**src/rtl/mem_dma_pkg.sv**
```systemverilog
// mem_dma_pkg: state encoding and default address width shared by the DMA copy engine
package mem_dma_pkg;
   localparam int DMA_ADDR_WIDTH = 14;
   typedef enum logic [2:0] {S_IDLE, S_FILL, S_RUN, S_DRAIN, S_DONE} state_t;
endpackage

```
**src/rtl/dma_word_counter.sv**
```systemverilog
// dma_word_counter: loadable down-counter of words still to be read, with zero and last flags
// Ports: clk, rst (sync, active high), load/load_val (preset), dec (count down, saturates at 0),
//        zero (count==0), last (count==1)
module dma_word_counter #(
   parameter int W = 13
) (
   input  logic         clk,
   input  logic         rst,
   input  logic         load,
   input  logic [W-1:0] load_val,
   input  logic         dec,
   output logic         zero,
   output logic         last
);
   logic [W-1:0] count;
   always_ff @(posedge clk)
      if (rst) count <= '0;
      else if (load) count <= load_val;
      else if (dec && !zero) count <= count - W'(1);
   assign zero = count == '0;
   assign last = count == W'(1);
endmodule

```
**src/rtl/mem_copy_dma.sv**
```systemverilog
// mem_copy_dma: block copy of 32-bit words inside one word memory, one word per cycle
// Ports: clk, rst (sync, active high); start with src_addr/dst_addr/len (len 0..2**(ADDR_WIDTH-2));
//        busy, done (one-cycle pulse); read port Raddr/Rden/Rdata (Rdata combinational);
//        write port Waddr/Wren/Wdata; checksum (sum of written words) only with DMA_CHECKSUM_EN.
// All outputs are registered; Raddr doubles as the read pointer, Waddr as the write pointer
// and Wdata as the pipeline data register, so they hold their last value when idle.
module mem_copy_dma
   import mem_dma_pkg::*;
#(
   parameter int ADDR_WIDTH = DMA_ADDR_WIDTH
) (
   input  logic                  clk,
   input  logic                  rst,
   input  logic                  start,
   input  logic [ADDR_WIDTH-3:0] src_addr,
   input  logic [ADDR_WIDTH-3:0] dst_addr,
   input  logic [ADDR_WIDTH-2:0] len,
   output logic                  busy,
   output logic                  done,
   output logic [ADDR_WIDTH-3:0] Raddr,
   output logic                  Rden,
   input  logic [31:0]           Rdata,
   output logic [ADDR_WIDTH-3:0] Waddr,
   output logic                  Wren,
   output logic [31:0]           Wdata
`ifdef DMA_CHECKSUM_EN
   ,
   output logic [31:0]           checksum
`endif
);
   localparam int AW = ADDR_WIDTH - 2;
   localparam int LW = ADDR_WIDTH - 1;
   state_t state;
   logic accept, zero, last;
   assign accept = state == S_IDLE && start;
   // remaining counts reads still to issue after the FILL read
   dma_word_counter #(.W(LW)) u_cnt (
      .clk,
      .rst,
      .load(accept && len != '0),
      .load_val(len - LW'(1)),
      .dec(state == S_RUN),
      .zero,
      .last
   );
   always_ff @(posedge clk)
      if (rst) begin
         state <= S_IDLE;
         busy  <= 1'b0;
         done  <= 1'b0;
         Rden  <= 1'b0;
         Wren  <= 1'b0;
         Raddr <= '0;
         Waddr <= '0;
         Wdata <= '0;
      end else
         case (state)
            S_IDLE:
               if (start) begin
                  if (len == '0) begin
                     state <= S_DONE;
                     done  <= 1'b1;
                  end else begin
                     state <= S_FILL;
                     busy  <= 1'b1;
                     Rden  <= 1'b1;
                     Raddr <= src_addr;
                     Waddr <= dst_addr;
                  end
               end
            S_FILL: begin
               Wdata <= Rdata;
               Wren  <= 1'b1;
               if (!zero) begin
                  state <= S_RUN;
                  Raddr <= Raddr + AW'(1);
               end else begin
                  state <= S_DRAIN;
                  Rden  <= 1'b0;
               end
            end
            S_RUN: begin
               Wdata <= Rdata;
               Waddr <= Waddr + AW'(1);
               // last read of the block happens in this cycle
               if (last) begin
                  state <= S_DRAIN;
                  Rden  <= 1'b0;
               end else
                  Raddr <= Raddr + AW'(1);
            end
            S_DRAIN: begin
               state <= S_DONE;
               Wren  <= 1'b0;
               busy  <= 1'b0;
               done  <= 1'b1;
            end
            S_DONE: begin
               state <= S_IDLE;
               done  <= 1'b0;
            end
            default: state <= S_IDLE;
         endcase
`ifdef DMA_CHECKSUM_EN
   always_ff @(posedge clk)
      if (rst || accept) checksum <= '0;
      else if (Wren) checksum <= checksum + Wdata;
`endif
endmodule

```
**config.mk**
```make
export PLATFORM = sky130hd
export DESIGN_NAME = mem_copy_dma
export DESIGN_NICKNAME = d
export VERILOG_FILES = /design/src/rtl/mem_dma_pkg.sv /design/src/rtl/dma_word_counter.sv /design/src/rtl/mem_copy_dma.sv
export SDC_FILE = /design/constraint.sdc
export NUM_CORES = 1
export LEC_CHECK = 0
export CELL_PAD_IN_SITES_DETAIL_PLACEMENT = 1
export CELL_PAD_IN_SITES_GLOBAL_PLACEMENT = 1
export CORE_UTILIZATION = 35
export CTS_CLUSTER_DIAMETER = 100
export DETAILED_ROUTE_END_ITERATION = 8
export PLACE_DENSITY = 0.9
export SYNTH_ARGS = -nofsm -noshare
export SYNTH_HDL_FRONTEND = slang
export SYNTH_SLANG_ARGS = --single-unit
```
**constraint.sdc**
```tcl
create_clock -name clk -period 3.9 [get_ports clk]
set_input_delay 0.585 -clock clk [delete_from_list [all_inputs] [get_ports clk]]
set_output_delay 0.585 -clock clk [all_outputs]
set_load 0.005 [all_outputs]
```
==> flow_metrics.tcl, run 1 <==
set metrics [dict create \
    powerDensity_nw_per_um2 809 \
    yosysUniqueCellTypes 62 \
    place_hpwl_mm 9.39 \
    core_um2 10800 \
    fillers 1272 \
    grt_overflow 0 \
    critPathLaunchType "input pin" \
    total_leakage_power_uw 0.00192 \
    cts_max_path_buffers 2 \
    seq_area_um2 1520 \
    slew_headroom_pct 23.3 \
    syn_avg_cell_area_um2 8.01 \
    rr_worst_depth 5 \
    design_area_um2 5480 \
    antenna_cells 0 \
    yosysWarnings 0 \
    h-tree-depth 3 \
    wl_met1_mm 5.28 \
    cp.arrival_ps 3140 \
    antenna_found_initial 0 \
    wl_met3_um 976 \
    grt_max_degree 68 \
    clock_latency_ps 350 \
    layout_commonest_cell "clkdlybuf4s50_1" \
    synth_nets 562 \
    routed_wl_mm 13.4 \
    grt_first_pass_wirelength_mm 21.8 \
    drive_gt1_share_pct 6.17 \
    cts_resized 0 \
    ys_seq_elements 76 \
    routabilityCongestion 0.838 \
    crit_type "in -> reg" \
    setup_viol 0 \
    die_h_um 107 \
    fin_crit_ps 2900 \
    grt_setup_unrepaired "false" \
    synth_edf_count 0 \
    dr.pass1.iters 5 \
    drc 0 \
    placed_cell_area_um2 5240 \
    cts-root-buf "clkbuf_8" \
    post-cts-setup-buffers 0 \
    ir_worst_vdd_mv 0.363 \
    grt_pass1_vias 4496 \
    area_growth_syn_to_layout_pct 41.6 \
    postRouteAntennaNets 0 \
    cp.required_ps 4140 \
    routed_via_density 5.65 \
    syn_area_um2 3870 \
    layout.nets 674 \
    highest_layer "met4" \
    ioPinCount 132 \
    hold_viol_final 0 \
    track_usage_pct 24.1 \
    io_buffers 131 \
    syn_inst 483 \
    final_cell_mix "130 x clkdlybuf4s50_1, 90 x nand2_1, 76 x dfxtp_1" \
    fin_skew_ps 11.9 \
    min_path_cells 2 \
    cp-end-kind "flip-flop" \
    rows 38 \
    cts.sinks 76 \
    tns_ps 0 \
    dr.first_iter.drc_count 183 \
    maxCapViolations 0 \
    status "finished clean" \
    vias 4182 \
    dieArea_um2 11500 \
    clkTransAtPathRegs_ps 80 \
    synth_top_flop_cell "dfxtp_1" \
    cts_buffers 9 \
    tightestPinTransition_ps 1150 \
    multiInputGateArea_um2 2170 \
    die_w_um 107 \
    cts_tree "done" \
    start_util_pct 35.9 \
    slew_viol_final 0 \
    met2_length_mm 6.81 \
    max_freq_mhz 345 \
    min_path_type "reg -> reg" \
    cts_hold_buf 0 \
    cp_max_fo 35 \
    ys_async_sr_fraction_pct 0 \
    post_drt_wl_per_cell_um 18.1 \
    finalCritPeriodShare_pct 74.3 \
    ys_seq_area_share_pct 39.3 \
]
## registers in the layout, indices dropped and copies added (netlist names)
register     count
Wdata           32
u_cnt.count     13
Raddr           12
Waddr           12
state            3
Rden             1
Wren             1
busy             1
done             1
## cells in the mapped netlist, types with 4 or more instances
cell type  instances  area [µm²]
inv_1             11        41.3
o311ai_0           4        35.0
a211oi_1          18         135
o31a_1             5        43.8
nor3_1            13        65.1
nand2_1           90         338
or3_1              5        31.3
a31oi_1            4        25.0
ha_1               7        87.6
a21oi_1           51         255
o31ai_1            4        30.0
nand3_1           12        60.1
clkbuf_1          23        86.3
dfxtp_1           76        1520
xor2_1             4        35.0
buf_2              6        30.0
o21ai_0            6        30.0
o32ai_1            5        43.8
nand4_1            4        25.0
xnor2_1           18         158
nor2_1            38         143
nor4_1            10        62.6
## worst max-delay path: stages
cell and delay (ps):
clkdlybuf4s50_1 480, nor4_1 520, and4b_1 420, or2_2 590, buf_4 260, nor3_1 50
a31o_2 240
## worst paths after layout
kind,endpoint,start,slack [ps]
worst max-delay path,u_cnt.count[1],len[7],1000
worst min-delay path,Wdata[7],Wdata[7],460
worst max register to register,u_cnt.count[10],state[1],1450
worst min register to register,Wdata[7],Wdata[7],460
## layout make-up
cell class,instances,area share (%)
sequential,76,27.8
clock buffer,10,2.33
timing repair buffer,134,24.2
inverter,11,0.753
tap,140,3.20
multi-input combinational,363,39.7
clock inverter,6,2.05
## where the power goes
group	internal (µW)	switching (µW)
clock	427	313
sequential	1100	325
combinational	1060	1220
total	2580	1860
## layer usage
layer  track usage (%)  vias up
met3              7.66       29
met5                 0        -
met2              42.9      142
met4              10.2        0
li1                  -     1967
met1              26.1     2044
## cells by family after synthesis
| family | count (synthesis) | share of synthesized area [%] |
|---|---|---|
| flip-flops | 76 | 39.3 |
| AND/OR/NAND/NOR | 205 | 25.6 |
| multiplexers | 2 | 0.517 |
| buffers and inverters | 44 | 4.65 |
| XOR/XNOR | 22 | 4.98 |
| adder cells (fa/ha/maj) | 7 | 2.26 |
| AO/OA/AOI/OAI | 127 | 22.7 |
## through the flow
stage | worst slack (ps) | util (%) | total power [µW] | cells | hold slack [ps]
after global routing | 837 | 50.8 | 4740 | 740 | 487
final | 1000 | 50.8 | 4440 | 740 | 460
after CTS | 1050 | 50.8 | 4450 | 740 | 462
after detailed placement | 668 | 48.6 | 3660 | 724 | 451
after global placement | 788 | 48.6 | 3550 | 724 | 441
after floorplan | 1660 | - | 2700 | 483 | 453
(Power assumes the default switching activity.)
==> run 2, diff against run 1 <==
Settings changed: CORE_UTILIZATION 35 to 33, PLACE_DENSITY 0.9 to 0.86.
Clock period 3.9 ns to 2.77 ns, I/O delays scaled along.
==> run 2 against run 1 <==
Compared with the run above:
- critical path depth decreased by 2
- global-route usage decreased by 1.4 points
- non-clock buffer count increased by 11
- worst hold slack got worse by 0.76 ps
- worst setup slack got worse by 600 ps
- clock skew decreased by 4.0 ps
- sequential share of layout area decreased by 0.71 points
- final cell count increased by 1.8%
- register-to-register slack got worse by 1100 ps
- core utilization decreased by 1.5 points
- first-iteration DRC count decreased by 2.7%
- via count decreased by 0.48%
- highest routed layer unchanged
==> flow_metrics.tcl, run 2 (same netlist as run 1, synthesis figures left out) <==
set metrics [dict create \
    status "finished clean" \
    layout_commonest_cell "clkdlybuf4s50_1" \
    start_util_pct 33.9 \
    regMostFlops "Wdata" \
    placed_cell_area_um2 5340 \
    fillers 1395 \
    cts_hold_buf 0 \
    post_drt_wl_per_cell_um 18.2 \
    cp.arrival_ps 2630 \
    antenna_cells 0 \
    design_area_um2 5630 \
    routabilityCongestion 0.811 \
    crit_type "reg -> reg" \
    vias 4162 \
    maxCapViolations 0 \
    layout_setup_ws_ps 398 \
    combPwrFrac_pct 51.2 \
    ir_worst_vdd_mv 0.545 \
    dr.pass1.iters 5 \
    post-cts-setup-buffers 0 \
    clock_power_share_pct 17.9 \
    area_growth_syn_to_layout_pct 45.3 \
    rows 39 \
    slew_viol_final 0 \
    reg.largest.list "Wdata: 32 flops, u_cnt.count: 13 flops" \
    io_buffers 131 \
    intPower_uw 3770 \
    grt_overflow 0 \
    postRouteAntennaNets 0 \
    drc 0 \
    die_w_um 110 \
    total_leakage_power_uw 0.00200 \
    pre_cts_ws_ps 97.2 \
    hold_viol_final 0 \
    cp.required_ps 3030 \
    largest_reg_flops 32 \
    finalCritPeriodShare_pct 85.6 \
    cts_max_path_buffers 2 \
    seqPwrFrac_pct 31.0 \
    fin_crit_ps 2370 \
    setup_viol 0 \
    tns_ps 0 \
    hold_end "Wdata[26]" \
    hp-start "Wdata[26]" \
    cp_max_fo 8 \
    track_usage_pct 22.7 \
    antenna_found_initial 0 \
    timing.rr.start "u_cnt.count[9]" \
    min_path_type "reg -> reg" \
    h-tree-depth 3 \
    place_hpwl_mm 9.89 \
    final_cell_mix "130 x clkdlybuf4s50_1, 90 x nand2_1, 76 x dfxtp_1" \
    r2r-end "u_cnt.count[10]" \
    layout.nets 685 \
    rr_worst_depth 5 \
    grt_setup_unrepaired "false" \
    fin_skew_ps 7.85 \
    dr.first_iter.drc_count 178 \
    powerDensity_nw_per_um2 1150 \
    min_path_cells 2 \
    power_switching_uw 2670 \
    die_h_um 110 \
    core_um2 11400 \
    cts-root-buf "clkbuf_16" \
    routed_via_density 5.53 \
    critPathLaunchType "flip-flop" \
    clock_latency_ps 340 \
    max_freq_mhz 422 \
    grt_max_degree 68 \
    clkTransAtPathRegs_ps 60 \
    slew_headroom_pct 49.4 \
    routed_wl_mm 13.7 \
    crit_path_start "u_cnt.count[9]" \
    ioPinCount 132 \
    grt_first_pass_wirelength_mm 21.3 \
    cts_resized 0 \
    utilization_pct 49.3 \
    cp-end-kind "flip-flop" \
    switching_share_pct 41.5 \
    r2r_slack_ps 400 \
    cts_tree "done" \
    grt_pass1_vias 4267 \
    dieArea_um2 12200 \
    drive_gt1_share_pct 7.87 \
    cts_buffers 9 \
    cts.sinks 76 \
    tightestPinTransition_ps 759 \
]
[run 2: cell types whose count changed in the layout (fill, tap and decap cells not counted)]
cell and change:
buf_4 +10, bufinv_16 -3, clkinv_4 -2, clkbuf_16 +9, clkbuf_8 -7, clkinv_2 -1
clkbuf_1 -1, buf_12 +1, clkinvlp_4 +2, inv_6 +2
[run 2: power by group through the flow]
stage / Sequential, µW / Combinational [µW] / Clock [µW]
floorplan: 1910 / 1900 / 0
global placement: 1970 / 3120 / 0
detailed placement: 2010 / 3260 / 0
CTS: 1990 / 3300 / 1160
global route: 2070 / 3590 / 1220
finish: 2000 / 3300 / 1150
[run 2: layout make-up]
type / instances / area, µm² / share of cell area [%]
Tap cell: 143 / 179 / 3.18
Clock inverter: 4 / 32.5 / 0.578
Timing Repair Buffer: 145 / 1420 / 25.3
Sequential cell: 76 / 1520 / 27.0
Inverter: 11 / 41.3 / 0.734
Clock buffer: 11 / 253 / 4.49
Multi-Input combinational cell: 363 / 2170 / 38.7
[run 2: worst max path at each step]
stage | cells after the start | slack, ps | to
3_5_place_dp | 7 | 100 | u_cnt.count[10]
2_1_floorplan | 7 | 670 | Rden
5_1_grt | 7 | 260 | u_cnt.count[2]
6_report | 5 | 400 | u_cnt.count[10]
3_3_place_gp | 9 | 170 | u_cnt.count[3]
4_1_cts | 7 | 410 | Rden
[run 2: critical path, cell delays in order, from the launching register on]
cell,delay (ps)
dfxtp_1,340
or4_1,680
nor3b_2,570
a2111oi_0,240
xnor2_1,190
a211oi_1,250
[run 2: routing by layer]
layer	routed length [µm]	vias to the layer above	part of all wire, %	global-route usage (%)
li1	-	1989	-	-
met1	5650	2036	41	26.7
met2	6960	117	51	38.9
met3	785	20	5.7	6.58
met4	290	0	2.1	8.65
met5	0	-	0	0
[run 2: stage by stage]
stage,std cells,power [µW],hold WS [ps]
2_1_floorplan,483,3800,453
3_3_place_gp,738,5090,441
3_5_place_dp,738,5270,451
4_1_cts,753,6460,460
5_1_grt,753,6870,483
6_report,753,6450,459
